`src/rtl/tl_source_compactor_if.sv`:
```
// TL-UL channel bundle (A request, D response) shared by host and device sides.
// The master drives A and consumes D; the slave does the reverse.
interface tl_source_compactor_if #(
  parameter int unsigned SourceWidth = 8,
  parameter int unsigned AddrWidth   = 56,
  parameter int unsigned DataWidth   = 64,
  parameter int unsigned SizeWidth   = 3,
  parameter int unsigned SinkWidth   = 1
);
  localparam int unsigned MaskWidth = DataWidth / 8;

  logic                   a_valid;
  logic                   a_ready;
  logic [2:0]             a_opcode;
  logic [2:0]             a_param;
  logic [SizeWidth-1:0]   a_size;
  logic [SourceWidth-1:0] a_source;
  logic [AddrWidth-1:0]   a_address;
  logic [MaskWidth-1:0]   a_mask;
  logic                   a_corrupt;
  logic [DataWidth-1:0]   a_data;

  logic                   d_valid;
  logic                   d_ready;
  logic [2:0]             d_opcode;
  logic [1:0]             d_param;
  logic [SizeWidth-1:0]   d_size;
  logic [SourceWidth-1:0] d_source;
  logic [SinkWidth-1:0]   d_sink;
  logic                   d_denied;
  logic                   d_corrupt;
  logic [DataWidth-1:0]   d_data;

  modport master (
    output a_valid, a_opcode, a_param, a_size, a_source, a_address, a_mask, a_corrupt, a_data,
    input  a_ready,
    input  d_valid, d_opcode, d_param, d_size, d_source, d_sink, d_denied, d_corrupt, d_data,
    output d_ready
  );

  modport slave (
    input  a_valid, a_opcode, a_param, a_size, a_source, a_address, a_mask, a_corrupt, a_data,
    output a_ready,
    output d_valid, d_opcode, d_param, d_size, d_source, d_sink, d_denied, d_corrupt, d_data,
    input  d_ready
  );
endinterface

```
`src/rtl/tl_source_compactor.sv`:
```
// Maps a sparse host source-ID space onto a small pool of device source IDs.
// A allocates the lowest free slot on a first beat; the last D beat releases it.
module tl_source_compactor #(
  parameter int unsigned HostSourceWidth   = 8,
  parameter int unsigned DeviceSourceWidth = 2,
  parameter int unsigned AddrWidth         = 56,
  parameter int unsigned DataWidth         = 64,
  parameter int unsigned SizeWidth         = 3
) (
  input  logic                  clk_i,
  input  logic                  rst_ni,
  tl_source_compactor_if.slave  host,
  tl_source_compactor_if.master device,
  output logic                  idle_o
);

  localparam int unsigned NumSlots  = 2 ** DeviceSourceWidth;
  localparam int unsigned BeatBytes = DataWidth / 8;
  localparam int unsigned LgBeat    = $clog2(BeatBytes);
  localparam int unsigned CntWidth  = (2 ** SizeWidth) + 1;

  typedef logic [DeviceSourceWidth-1:0] slot_t;
  typedef logic [CntWidth-1:0]          cnt_t;
  typedef logic [HostSourceWidth-1:0]   hsrc_t;

  typedef enum logic [2:0] {
    A_PUT_FULL    = 3'd0,
    A_PUT_PARTIAL = 3'd1,
    A_ARITHMETIC  = 3'd2,
    A_LOGICAL     = 3'd3,
    A_GET         = 3'd4,
    A_INTENT      = 3'd5
  } a_opcode_e;

  typedef enum logic [2:0] {
    D_ACCESS_ACK      = 3'd0,
    D_ACCESS_ACK_DATA = 3'd1,
    D_HINT_ACK        = 3'd2
  } d_opcode_e;

  // Beats beyond the first: only data-carrying messages wider than one beat burst.
  function automatic cnt_t extra_beats(input logic has_data, input logic [SizeWidth-1:0] size);
    cnt_t n;
    n = '0;
    if (has_data && (int'(size) > int'(LgBeat))) begin
      n = (cnt_t'(1) << (int'(size) - int'(LgBeat))) - cnt_t'(1);
    end
    return n;
  endfunction

  // Gates the A path until the first clock after reset release.
  logic                run_q;
  logic [NumSlots-1:0] slot_valid_q, slot_valid_d;
  logic                a_active_q, a_active_d;
  slot_t               a_slot_q, a_slot_d;
  cnt_t                a_beats_left_q, a_beats_left_d;
  cnt_t                d_cnt_q [NumSlots];
  cnt_t                d_cnt_d [NumSlots];
  hsrc_t               slot_src_q [NumSlots];

  logic  any_free;
  slot_t free_slot;
  logic  a_open;
  logic  a_fire;
  logic  a_alloc;
  logic  a_has_data;
  cnt_t  a_extra;
  logic  d_fire;
  logic  d_last;
  cnt_t  d_extra;

  // NOTE: every always_comb output gets a default before any branch so no latch is inferred.
  always_comb begin
    any_free  = 1'b0;
    free_slot = '0;
    for (int i = NumSlots - 1; i >= 0; i--) begin
      if (!slot_valid_q[i]) begin
        any_free  = 1'b1;
        free_slot = slot_t'(i);
      end
    end
  end

  assign a_has_data = host.a_opcode inside {A_PUT_FULL, A_PUT_PARTIAL, A_ARITHMETIC, A_LOGICAL};
  assign a_extra    = extra_beats(a_has_data, host.a_size);
  assign a_open     = run_q & (a_active_q | any_free);
  assign a_fire     = host.a_valid & device.a_ready & a_open;
  assign a_alloc    = a_fire & ~a_active_q;

  assign device.a_valid   = host.a_valid & a_open;
  assign host.a_ready     = device.a_ready & a_open;
  assign device.a_source  = a_active_q ? a_slot_q : free_slot;
  assign device.a_opcode  = host.a_opcode;
  assign device.a_param   = host.a_param;
  assign device.a_size    = host.a_size;
  assign device.a_address = host.a_address;
  assign device.a_mask    = host.a_mask;
  assign device.a_corrupt = host.a_corrupt;
  assign device.a_data    = host.a_data;

  assign d_extra = extra_beats(device.d_opcode == D_ACCESS_ACK_DATA, device.d_size);
  assign d_fire  = device.d_valid & host.d_ready;
  assign d_last  = (d_cnt_q[device.d_source] == d_extra);

  assign host.d_valid   = device.d_valid;
  assign device.d_ready = host.d_ready;
  assign host.d_source  = slot_src_q[device.d_source];
  assign host.d_opcode  = device.d_opcode;
  assign host.d_param   = device.d_param;
  assign host.d_size    = device.d_size;
  assign host.d_sink    = device.d_sink;
  assign host.d_denied  = device.d_denied;
  assign host.d_corrupt = device.d_corrupt;
  assign host.d_data    = device.d_data;

  assign idle_o = ~|slot_valid_q & ~a_active_q;

  // NOTE: combinational next-state uses blocking '='; the registers below use '<=' only.
  always_comb begin
    slot_valid_d   = slot_valid_q;
    a_active_d     = a_active_q;
    a_slot_d       = a_slot_q;
    a_beats_left_d = a_beats_left_q;
    d_cnt_d        = d_cnt_q;

    if (a_fire) begin
      if (a_active_q) begin
        a_beats_left_d = a_beats_left_q - cnt_t'(1);
        if (a_beats_left_q == cnt_t'(1)) begin
          a_active_d = 1'b0;
        end
      end else begin
        slot_valid_d[free_slot] = 1'b1;
        if (a_extra != '0) begin
          a_active_d     = 1'b1;
          a_slot_d       = free_slot;
          a_beats_left_d = a_extra;
        end
      end
    end

    // A slot released here was valid this cycle, so it never collides with the allocation above.
    if (d_fire) begin
      if (d_last) begin
        slot_valid_d[device.d_source] = 1'b0;
        d_cnt_d[device.d_source]      = '0;
      end else begin
        d_cnt_d[device.d_source] = d_cnt_q[device.d_source] + cnt_t'(1);
      end
    end
  end

  always_ff @(posedge clk_i or negedge rst_ni) begin
    if (!rst_ni) begin
      run_q          <= 1'b0;
      slot_valid_q   <= '0;
      a_active_q     <= 1'b0;
      a_slot_q       <= '0;
      a_beats_left_q <= '0;
      d_cnt_q        <= '{default: '0};
    end else begin
      run_q          <= 1'b1;
      slot_valid_q   <= slot_valid_d;
      a_active_q     <= a_active_d;
      a_slot_q       <= a_slot_d;
      a_beats_left_q <= a_beats_left_d;
      d_cnt_q        <= d_cnt_d;
    end
  end

  // NOTE: the source table has no reset; an entry is only read while its slot_valid bit is set.
  always_ff @(posedge clk_i) begin
    if (a_alloc) begin
      slot_src_q[free_slot] <= host.a_source;
    end
  end

  d_source_allocated: assert property (
    @(posedge clk_i) disable iff (!rst_ni) device.d_valid |-> slot_valid_q[device.d_source]
  );

endmodule

```
`src/flat_wrapper.sv`:
```
// flat-port wrapper written by rule: the top's interface ports become plain ports
module tl_source_compactor_flat 
#(
  parameter int unsigned HostSourceWidth   = 8,
  parameter int unsigned DeviceSourceWidth = 2,
  parameter int unsigned AddrWidth         = 56,
  parameter int unsigned DataWidth         = 64,
  parameter int unsigned SizeWidth         = 3
)
  (clk_i, rst_ni, idle_o, host_a_valid, host_a_opcode, host_a_param, host_a_size, host_a_source, host_a_address, host_a_mask, host_a_corrupt, host_a_data, host_a_ready, host_d_valid, host_d_opcode, host_d_param, host_d_size, host_d_source, host_d_sink, host_d_denied, host_d_corrupt, host_d_data, host_d_ready, device_a_valid, device_a_opcode, device_a_param, device_a_size, device_a_source, device_a_address, device_a_mask, device_a_corrupt, device_a_data, device_a_ready, device_d_valid, device_d_opcode, device_d_param, device_d_size, device_d_source, device_d_sink, device_d_denied, device_d_corrupt, device_d_data, device_d_ready);
  tl_source_compactor_if #(.SourceWidth(8), .AddrWidth(AddrWidth), .DataWidth(DataWidth), .SizeWidth(SizeWidth)) host_i ();
  tl_source_compactor_if #(.SourceWidth(2), .AddrWidth(AddrWidth), .DataWidth(DataWidth), .SizeWidth(SizeWidth)) device_i ();
  input  logic clk_i;
  input  logic rst_ni;
  output logic idle_o;
  input wire logic [$bits(host_i.a_valid)-1:0] host_a_valid;
  input wire logic [$bits(host_i.a_opcode)-1:0] host_a_opcode;
  input wire logic [$bits(host_i.a_param)-1:0] host_a_param;
  input wire logic [$bits(host_i.a_size)-1:0] host_a_size;
  input wire logic [$bits(host_i.a_source)-1:0] host_a_source;
  input wire logic [$bits(host_i.a_address)-1:0] host_a_address;
  input wire logic [$bits(host_i.a_mask)-1:0] host_a_mask;
  input wire logic [$bits(host_i.a_corrupt)-1:0] host_a_corrupt;
  input wire logic [$bits(host_i.a_data)-1:0] host_a_data;
  output wire logic [$bits(host_i.a_ready)-1:0] host_a_ready;
  output wire logic [$bits(host_i.d_valid)-1:0] host_d_valid;
  output wire logic [$bits(host_i.d_opcode)-1:0] host_d_opcode;
  output wire logic [$bits(host_i.d_param)-1:0] host_d_param;
  output wire logic [$bits(host_i.d_size)-1:0] host_d_size;
  output wire logic [$bits(host_i.d_source)-1:0] host_d_source;
  output wire logic [$bits(host_i.d_sink)-1:0] host_d_sink;
  output wire logic [$bits(host_i.d_denied)-1:0] host_d_denied;
  output wire logic [$bits(host_i.d_corrupt)-1:0] host_d_corrupt;
  output wire logic [$bits(host_i.d_data)-1:0] host_d_data;
  input wire logic [$bits(host_i.d_ready)-1:0] host_d_ready;
  output wire logic [$bits(device_i.a_valid)-1:0] device_a_valid;
  output wire logic [$bits(device_i.a_opcode)-1:0] device_a_opcode;
  output wire logic [$bits(device_i.a_param)-1:0] device_a_param;
  output wire logic [$bits(device_i.a_size)-1:0] device_a_size;
  output wire logic [$bits(device_i.a_source)-1:0] device_a_source;
  output wire logic [$bits(device_i.a_address)-1:0] device_a_address;
  output wire logic [$bits(device_i.a_mask)-1:0] device_a_mask;
  output wire logic [$bits(device_i.a_corrupt)-1:0] device_a_corrupt;
  output wire logic [$bits(device_i.a_data)-1:0] device_a_data;
  input wire logic [$bits(device_i.a_ready)-1:0] device_a_ready;
  input wire logic [$bits(device_i.d_valid)-1:0] device_d_valid;
  input wire logic [$bits(device_i.d_opcode)-1:0] device_d_opcode;
  input wire logic [$bits(device_i.d_param)-1:0] device_d_param;
  input wire logic [$bits(device_i.d_size)-1:0] device_d_size;
  input wire logic [$bits(device_i.d_source)-1:0] device_d_source;
  input wire logic [$bits(device_i.d_sink)-1:0] device_d_sink;
  input wire logic [$bits(device_i.d_denied)-1:0] device_d_denied;
  input wire logic [$bits(device_i.d_corrupt)-1:0] device_d_corrupt;
  input wire logic [$bits(device_i.d_data)-1:0] device_d_data;
  output wire logic [$bits(device_i.d_ready)-1:0] device_d_ready;
  assign host_i.a_valid = host_a_valid;
  assign host_i.a_opcode = host_a_opcode;
  assign host_i.a_param = host_a_param;
  assign host_i.a_size = host_a_size;
  assign host_i.a_source = host_a_source;
  assign host_i.a_address = host_a_address;
  assign host_i.a_mask = host_a_mask;
  assign host_i.a_corrupt = host_a_corrupt;
  assign host_i.a_data = host_a_data;
  assign host_a_ready = host_i.a_ready;
  assign host_d_valid = host_i.d_valid;
  assign host_d_opcode = host_i.d_opcode;
  assign host_d_param = host_i.d_param;
  assign host_d_size = host_i.d_size;
  assign host_d_source = host_i.d_source;
  assign host_d_sink = host_i.d_sink;
  assign host_d_denied = host_i.d_denied;
  assign host_d_corrupt = host_i.d_corrupt;
  assign host_d_data = host_i.d_data;
  assign host_i.d_ready = host_d_ready;
  assign device_a_valid = device_i.a_valid;
  assign device_a_opcode = device_i.a_opcode;
  assign device_a_param = device_i.a_param;
  assign device_a_size = device_i.a_size;
  assign device_a_source = device_i.a_source;
  assign device_a_address = device_i.a_address;
  assign device_a_mask = device_i.a_mask;
  assign device_a_corrupt = device_i.a_corrupt;
  assign device_a_data = device_i.a_data;
  assign device_i.a_ready = device_a_ready;
  assign device_i.d_valid = device_d_valid;
  assign device_i.d_opcode = device_d_opcode;
  assign device_i.d_param = device_d_param;
  assign device_i.d_size = device_d_size;
  assign device_i.d_source = device_d_source;
  assign device_i.d_sink = device_d_sink;
  assign device_i.d_denied = device_d_denied;
  assign device_i.d_corrupt = device_d_corrupt;
  assign device_i.d_data = device_d_data;
  assign device_d_ready = device_i.d_ready;
  tl_source_compactor #(.HostSourceWidth(HostSourceWidth), .DeviceSourceWidth(DeviceSourceWidth), .AddrWidth(AddrWidth), .DataWidth(DataWidth), .SizeWidth(SizeWidth)) u_core (.clk_i(clk_i), .rst_ni(rst_ni), .host(host_i), .device(device_i), .idle_o(idle_o));
endmodule
```
`config.mk`:
```
export PLATFORM = sky130hd
export DESIGN_NAME = tl_source_compactor_flat
export DESIGN_NICKNAME = d
export VERILOG_FILES = /design/src/rtl/tl_source_compactor_if.sv /design/src/rtl/tl_source_compactor.sv /design/src/flat_wrapper.sv
export SDC_FILE = /design/constraint.sdc
export NUM_CORES = 1
export LEC_CHECK = 0
export CELL_PAD_IN_SITES_DETAIL_PLACEMENT = 1
export CELL_PAD_IN_SITES_GLOBAL_PLACEMENT = 1
export CORE_AREA = 2 2 178 180
export DETAILED_ROUTE_END_ITERATION = 10
export DIE_AREA = 0 0 180 182
export PLACE_DENSITY_LB_ADDON = 0.1
export RECOVER_POWER = 100
export SETUP_SLACK_MARGIN = 0.05
export SYNTH_ARGS = -nofsm -noshare
export SYNTH_HDL_FRONTEND = slang
export SYNTH_SLANG_ARGS = --single-unit
```
`constraint.sdc`:
```
create_clock -name clk_i -period 2.7 [get_ports clk_i]
set_input_delay 0.54 -clock clk_i [delete_from_list [all_inputs] [get_ports clk_i]]
set_output_delay 0.54 -clock clk_i [all_outputs]
set_load 0.1 [all_outputs]
```
==> summary.txt, run 1 <==
Run status
  – Status: complete, but fails checks
  – Violated checks: negative setup slack

Layout
  – Nets: 797
  – Fill count: 3458
  – Final cell count without fillers: 967
  – Post-route cell area: 0.00728 mm^2
  – Layout cells sized above 1: 37.2%
  – Diodes inserted: 0
  – Synthesis-to-layout area growth: 14.6%
  – Area of the multi-input gates: 0.00262 mm^2
  – Sequential cell area: 0.00229 mm^2

Synth
  – Mapped Area: 0.00636 mm^2
  – Commonest cells post-synth: buf_4 (217), dfrtp_1 (53), a21oi_1 (50), nand2_1 (39), o21ai_0 (34)
  – Sequential area share after synthesis: 36.0%
  – EDFF count, synth: 32
  – Syn_nets: 882
  – Yosys warns: 0
  – Distinct cell type count after synthesis: 63
  – Post-synth top area share: 25.6%
  – Async SR Flop Fraction: 62.4%
  – Top cells by area, synth: buf_4 (26%), dfrtp_1 (21%), edfxtp_1 (15%)
  – Syn Inst Count: 645
  – Avg Inst Size Synth: 9.85 um^2
  – Count leader, synth: buf_4
  – Seq cells post-synth: 85
  – Most frequently used flop master after synthesis: dfrtp_1
  – Largest area contributor in the netlist: buf_4

Timing
  – Max-slew headroom: 3.44%
  – Final period demand of the worst path: 2.72 ns
  – Final hold viol count: 0
  – RSZ-0062 raised after global routing: true
  – Worst Max-Slew Pin Slew: 1.45 ns
  – Fin worst setup slack: -0.0202 ns
  – Setup TNS Final: -0.0930 ns
  – Top achievable clock speed: 368 MHz
  – Hold Slack: 0.523 ns
  – Slew Limit Fails: 0
  – Fin Clk Skew: 0.0122 ns
  – Period Utilization, post-route: 101%
  – Final setup viols: 14

Min path
  – Worst Hold Class: primary input to asynchronous set/reset pin

Placement
  – Placed insts: 936
  – IO buf count: 50
  – Final HPWL DP: 13300 um
  – Post-placement setup slack: -0.781 ns
  – Placed cell area: 0.00672 mm^2
  – Routability cong.: 0.705

Global routing
  – Grt ovf: 0
  – Largest net degree at the start of global routing: 33
  – Vias in the first global route: 4878
  – Global-route wire length before repair: 29800 um
  – Global Route Usage Sum: 11.7%
  – Initial antenna violation count: 0

Route
  – First drt pass iteration count: 4
  – Drt drc: 0
  – Vias per inst: 4.47
  – WL final: 19200 um
  – Drt wl/cell: 19.9 um
  – Vias: 4324
  – Antenna viol nets, final: 0
  – Number of DRC markers in iteration 0: 178

Floorplanning
  – Core area: 0.0310 mm^2
  – Die Wd: 180 um
  – Die Y: 182 um
  – Full die area: 0.0328 mm^2
  – Starting Density: 20.5%
  – Rows: 65
  – # IOs: 457

Power
  – Worst VDD drop: 0.405 mV
  – Leakage power figure: 2.70 nW
  – PD cells: 725 mW/mm^2

Run
  – MaxCap Viol Count: 0

Setup path
  – Critical Path Start Type: primary input
  – Crit-path max FO: 5
  – Worst setup EP type: register
  – Slowest CP cell: o211ai_1
  – CP Data Required Time: 2.93 ns
  – R2r worst-path depth: 9
  – WS Path Type: primary input to register
  – Cell mode on critical path: ha_4
  – Worst-path cell chain: buf_8 -> ha_4 -> ha_4 -> nor2_4 -> nand3b_1 -> ha_4 -> a21boi_4 -> a31oi_4 -> o211ai_1 -> o2111ai_4 -> nor4_4 -> buf_6 -> buf_6 -> buf_16 -> a21oi_2
  – Critical Path AT: 2.95 ns
  – Critical Path Max Stage Delay: 0.29 ns

Clocking
  – Clock Tree Buf Depth: 2
  – CTS tree: yes
  – Clk_lat worst skew: 0.35 ns
  – H-tree lvl count: 3
  – Clock buffer count from CTS: 9
  – Number of clock sinks: 85
  – Clk slew on worst S/H paths: 0.07 ns
  – Root buffer cell: clkbuf_16
==> cells in the final DEF (no fill, tap or decap), drive strengths merged, types with 3 or more instances in the layout <==
cell type      count
nand3b             4
o21ai             35
mux2i             24
a22oi              7
edfxtp            32
nand3             11
nor3               4
mux4              17
buf              106
nor2b              4
xnor2              3
clkdlybuf4s50      6
dlygate4sd3       11
or4                4
a21boi             5
o31ai              4
nor3b              6
nand2b             7
xor2               8
clkbuf            25
dfrtp             53
a21oi             50
a21o               4
inv               17
ha                 8
and4               3
nand2             39
nor2              22
==> sequential cells by signal (all words and copies together), names as in the netlist <==
register / count
u_core.a_active_q: 1
u_core.a_beats_left_q: 9
u_core.a_slot_q: 2
u_core.d_cnt_q: 36
u_core.run_q: 1
u_core.slot_src_q: 32
u_core.slot_valid_q: 4
==> through the flow <==
stage / utilization (%) / power, mW
6_report: 23.5 / 5.28
5_1_grt: 23.5 / 5.60
4_1_cts: 23.9 / 5.40
3_5_place_dp: 21.7 / 3.86
3_3_place_gp: 21.7 / 3.84
2_1_floorplan: - / 4.44
==> per-layer routing <==
metal,vias up,part of all wire (%),track usage (%)
li1,1891,-,-
met4,0,3.4,4.98
met3,106,6.3,3.21
met1,2146,42,13.9
met2,181,48,20.0
met5,-,0,0
==> cells by family (layout without fill, tap and decap cells) <==
family | Yosys count | count (layout) | synth area share [%]
flip-flops | 85 | 85 | 36.0
other | 1 | 1 | 0.0590
AO/OA/AOI/OAI | 133 | 133 | 13.1
XOR/XNOR | 11 | 11 | 1.63
buffers and inverters | 251 | 171 | 28.3
multiplexers | 42 | 42 | 10.1
adder cells (fa/ha/maj) | 8 | 8 | 1.57
AND/OR/NAND/NOR | 114 | 114 | 9.23
==> path summary, 6_finish.rpt <==
check / from / endpoint / slack, ns
worst min-delay path: rst_ni / u_core.run_q$_DFF_PN0_ / 0.52
worst max-delay path: device_d_size[1] / u_core.d_cnt_q[15]$_DFFE_PN0P_ / -0.02
worst min register to register: u_core.a_slot_q[1]$_DFFE_PN0P_ / u_core.a_slot_q[1]$_DFFE_PN0P_ / 0.53
min in group clk_i: u_core.a_slot_q[1]$_DFFE_PN0P_ / u_core.a_slot_q[1]$_DFFE_PN0P_ / 0.53
max in group asynchronous: rst_ni / u_core.d_cnt_q[8]$_DFFE_PN0P_ / 0.63
worst max register to register: u_core.d_cnt_q[9]$_DFFE_PN0P_ / u_core.d_cnt_q[15]$_DFFE_PN0P_ / 0.22
==> power breakdown <==
group / internal [mW] / switching, mW
clock: 0.743 / 0.595
sequential: 1.58 / 0.193
combinational: 0.909 / 1.25
==> what timing repair did <==
| action | in CTS | in global routing |
|---|---|---|
| hold buffers | 0 | 0 |
| setup buffers | 9 | 1 |
| gates resized for setup | 56 | 24 |
| cloned | 5 | 0 |
| pin swaps | 16 | 5 |
| setup endpoints to repair | 55 | 51 |
| endpoints found under the hold margin | 0 | 0 |
==> critical path, delay by kind of cell <==
family / cells / cell delay (ns)
buffers and inverters: 4 / 0.58
adders and majority gates: 3 / 0.61
and+or+nand+nor: 3 / 0.44
AOI/OAI and AO/OA: 5 / 0.77
==> final cells by class <==
type | count | share of cell area [%]
multi-input combinational | 309 | 36.0
sequential | 85 | 31.4
timing repair buffer | 143 | 20.7
tap | 402 | 6.90
clock buffer | 9 | 3.09
clock inverter | 7 | 1.20
inverter | 12 | 0.653
No activity file was read; power rests on OpenSTA's default activity.
==> run 2: changes to the inputs <==
--- a/config.mk
+++ b/config.mk
@@ -10,7 +10,7 @@
 export CORE_AREA = 2 2 178 180
 export DETAILED_ROUTE_END_ITERATION = 10
 export DIE_AREA = 0 0 180 182
-export PLACE_DENSITY_LB_ADDON = 0.1
+export PLACE_DENSITY = 0.7
 export RECOVER_POWER = 100
 export SETUP_SLACK_MARGIN = 0.05
 export SYNTH_ARGS = -nofsm -noshare
==> run 2 against run 1 <==
  * The run still ends with negative setup slack left
  * Sequential power is essentially flat
  * Fmax shrank 0.32%
  * Wire length shrank 19%
==> summary.txt, run 2 (synthesized netlist as in run 1, its figures left out) <==
Timing
  – Hold Slack: 0.537 ns (was 0.523 ns)
  – Slew Limit Fails: 0 (unchanged)
  – Worst Max-Slew Pin Slew: 1.41 ns (was 1.45 ns)
  – Top achievable clock speed: 366 MHz (was 368 MHz)
  – Setup TNS Final: -0.174 ns (was -0.0930 ns)
  – Max-slew headroom: 6.04% (was 3.44%)
  – Final setup viols: 13 (was 14)
  – Fin worst setup slack: -0.0288 ns (was -0.0202 ns)
  – RSZ-0062 raised after global routing: true (unchanged)
  – Final hold viol count: 0 (unchanged)
  – Period Utilization, post-route: 101% (about the same)
  – Final period demand of the worst path: 2.73 ns (was 2.72 ns)
  – Fin Clk Skew: 0.00815 ns (was 0.0122 ns)

Layout
  – Post-route cell area: 0.00735 mm^2 (was 0.00728 mm^2)
  – Biggest register: u_core.d_cnt_q (unchanged)
  – Final cell count without fillers: 964 (was 967)
  – Top flop regs: u_core.d_cnt_q: 36 flops, u_core.slot_src_q: 32 flops, u_core.a_beats_left_q: 9 flops (unchanged)
  – Commonest non-fill, non-tap cell in the layout: buf_4 (unchanged)
  – Diodes inserted: 0 (unchanged)
  – Nets: 795 (was 797)
  – Synthesis-to-layout area growth: 15.6% (was 14.6%)
  – Finished Core Util: 23.7% (was 23.5%)
  – Max reg flops: 36 (unchanged)
  – Most frequent cells in the layout: buf_4 (72), dfrtp_1 (53), nand2_1 (38), a21oi_2 (34), edfxtp_1 (32) (was buf_4 (66), dfrtp_1 (53), nand2_1 (38), edfxtp_1 (32))
  – Layout cells sized above 1: 39.1% (was 37.2%)

Global routing
  – Global-route wire length before repair: 25600 um (was 29800 um)
  – Vias in the first global route: 4699 (was 4878)
  – Largest net degree at the start of global routing: 54 (was 33)
  – Global Route Usage Sum: 9.64% (was 11.7%)
  – Initial antenna violation count: 0 (unchanged)
  – Grt ovf: 0 (unchanged)

Setup path
  – WS Path Type: primary input to register (unchanged)
  – Worst setup EP type: register (unchanged)
  – Critical Path AT: 2.94 ns (was 2.95 ns)
  – CP Data Required Time: 2.91 ns (was 2.93 ns)
  – Critical Path Start Type: primary input (unchanged)
  – Crit-path max FO: 5 (unchanged)

Clocking
  – H-tree lvl count: 3 (unchanged)
  – Clk_lat worst skew: 0.34 ns (was 0.35 ns)
  – Number of clock sinks: 85 (unchanged)
  – Clk slew on worst S/H paths: 0.06 ns (was 0.07 ns)
  – CTS tree: yes (unchanged)
  – Clock Tree Buf Depth: 2 (unchanged)
  – Clock buffer count from CTS: 9 (unchanged)
  – Post-CTS Hold Buffers: 0 (unchanged)
  – Root buffer cell: clkbuf_16 (unchanged)

Route
  – Drt drc: 0 (unchanged)
  – Drt wl/cell: 16.2 um (was 19.9 um)
  – Number of DRC markers in iteration 0: 206 (was 178)
  – WL final: 15600 um (was 19200 um)
  – Vias: 4237 (was 4324)
  – Vias per inst: 4.40 (was 4.47)
  – Antenna viol nets, final: 0 (unchanged)
  – First drt pass iteration count: 6 (was 4)

Placement
  – Placed insts: 931 (was 936)
  – Routability cong.: 0.747 (was 0.705)
  – Placed cell area: 0.00659 mm^2 (was 0.00672 mm^2)
  – Final HPWL DP: 10200 um (was 13300 um)
  – IO buf count: 50 (unchanged)

Floorplanning
  – Core area: 0.0310 mm^2 (unchanged)
  – Starting Density: 20.5% (unchanged)
  – Die Y: 182 um (unchanged)
  – Full die area: 0.0328 mm^2 (unchanged)
  – Die Wd: 180 um (unchanged)
  – Rows: 65 (unchanged)
  – # IOs: 457 (unchanged)

Run status
  – Violated checks: negative setup slack (unchanged)
  – Status: complete, but fails checks (unchanged)

Power
  – Leakage power figure: 2.74 nW (was 2.70 nW)
  – Worst VDD drop: 0.662 mV (was 0.405 mV)
  – PD cells: 705 mW/mm^2 (was 725 mW/mm^2)

Run
  – MaxCap Viol Count: 0 (unchanged)

Min path
  – Worst Hold Class: register to register (was primary input to asynchronous set/reset pin)
[run 2: what timing repair did]
action | 4_1_cts | 5_1_grt
setup buffers | 12 | 0
endpoints found under the setup margin | 53 | 58
resized for setup | 62 | 10
cloned | 7 | 0
pin swaps | 18 | 6
[run 2: stage by stage]
step,power [mW],worst slack [ns]
final,5.18,-0.0288
after detailed placement,3.76,-0.820
after global placement,3.71,-0.713
after global routing,5.49,-0.143
after floorplan,4.44,-0.104
after CTS,5.20,0.00321
[run 2: final cells by class]
cell class	count	area, um^2
Fill cell	3453	23600
Multi-Input combinational cell	309	2610
Sequential cell	85	2290
Timing Repair Buffer	141	1620
Tap cell	402	503
Clock buffer	11	236
Clock inverter	4	51.3
Inverter	12	45.0
[run 2: path summary, 6_finish.rpt]
| path | depth (start not counted) | end | from | slack [ns] |
|---|---|---|---|---|
| max | 15 | u_core.d_cnt_q[2]$_DFFE_PN0P_ | device_d_size[2] | -0.03 |
| min | 2 | u_core.a_slot_q[1]$_DFFE_PN0P_ | u_core.a_slot_q[1]$_DFFE_PN0P_ | 0.54 |
| max reg2reg | 9 | u_core.d_cnt_q[2]$_DFFE_PN0P_ | u_core.d_cnt_q[9]$_DFFE_PN0P_ | 0.27 |
| min reg2reg | 2 | u_core.a_slot_q[1]$_DFFE_PN0P_ | u_core.a_slot_q[1]$_DFFE_PN0P_ | 0.54 |
| max in group asynchronous | 2 | u_core.d_cnt_q[35]$_DFFE_PN0P_ | rst_ni | 1.24 |
| min in group asynchronous | 2 | u_core.a_beats_left_q[8]$_DFFE_PN0P_ | rst_ni | 0.61 |
[run 2: where the power goes]
part	switching [mW]	internal, mW	total [mW]
registers	0.185	1.59	1.77
clock network	0.499	0.723	1.22
logic	1.25	0.931	2.18
total	1.94	3.24	5.18
[run 2: worst max-delay path: stages]
cell and delay (ns):
clkdlybuf4s15_2 0.20, inv_2 0.05, ha_4 0.24, nor2_4 0.09, nand3b_1 0.10, ha_2 0.21, a21boi_2 0.16, a31oi_2 0.19
o21ai_1 0.11, a22o_1 0.26, nor4_4 0.29, buf_4 0.19, buf_6 0.13, buf_16 0.13, a21oi_1 0.06
[run 2: metal layers]
metal | up-vias | global-route usage, % | routed length, um
met5 | - | 0 | 0
met3 | 39 | 3.41 | 1070
met1 | 2138 | 11.8 | 6680
met4 | 0 | 2.99 | 240
li1 | 1884 | - | -
met2 | 176 | 15.9 | 7590
==> run 3: changes to the inputs <==
--- a/config.mk
+++ b/config.mk
@@ -13,6 +13,7 @@
 export PLACE_DENSITY = 0.7
 export RECOVER_POWER = 100
 export SETUP_SLACK_MARGIN = 0.05
+export SLEW_MARGIN = 5
 export SYNTH_ARGS = -nofsm -noshare
 export SYNTH_HDL_FRONTEND = slang
 export SYNTH_SLANG_ARGS = --single-unit
==> results of run 3 <==
No change in the layout: final DEF, timing and power equal those of run 2.
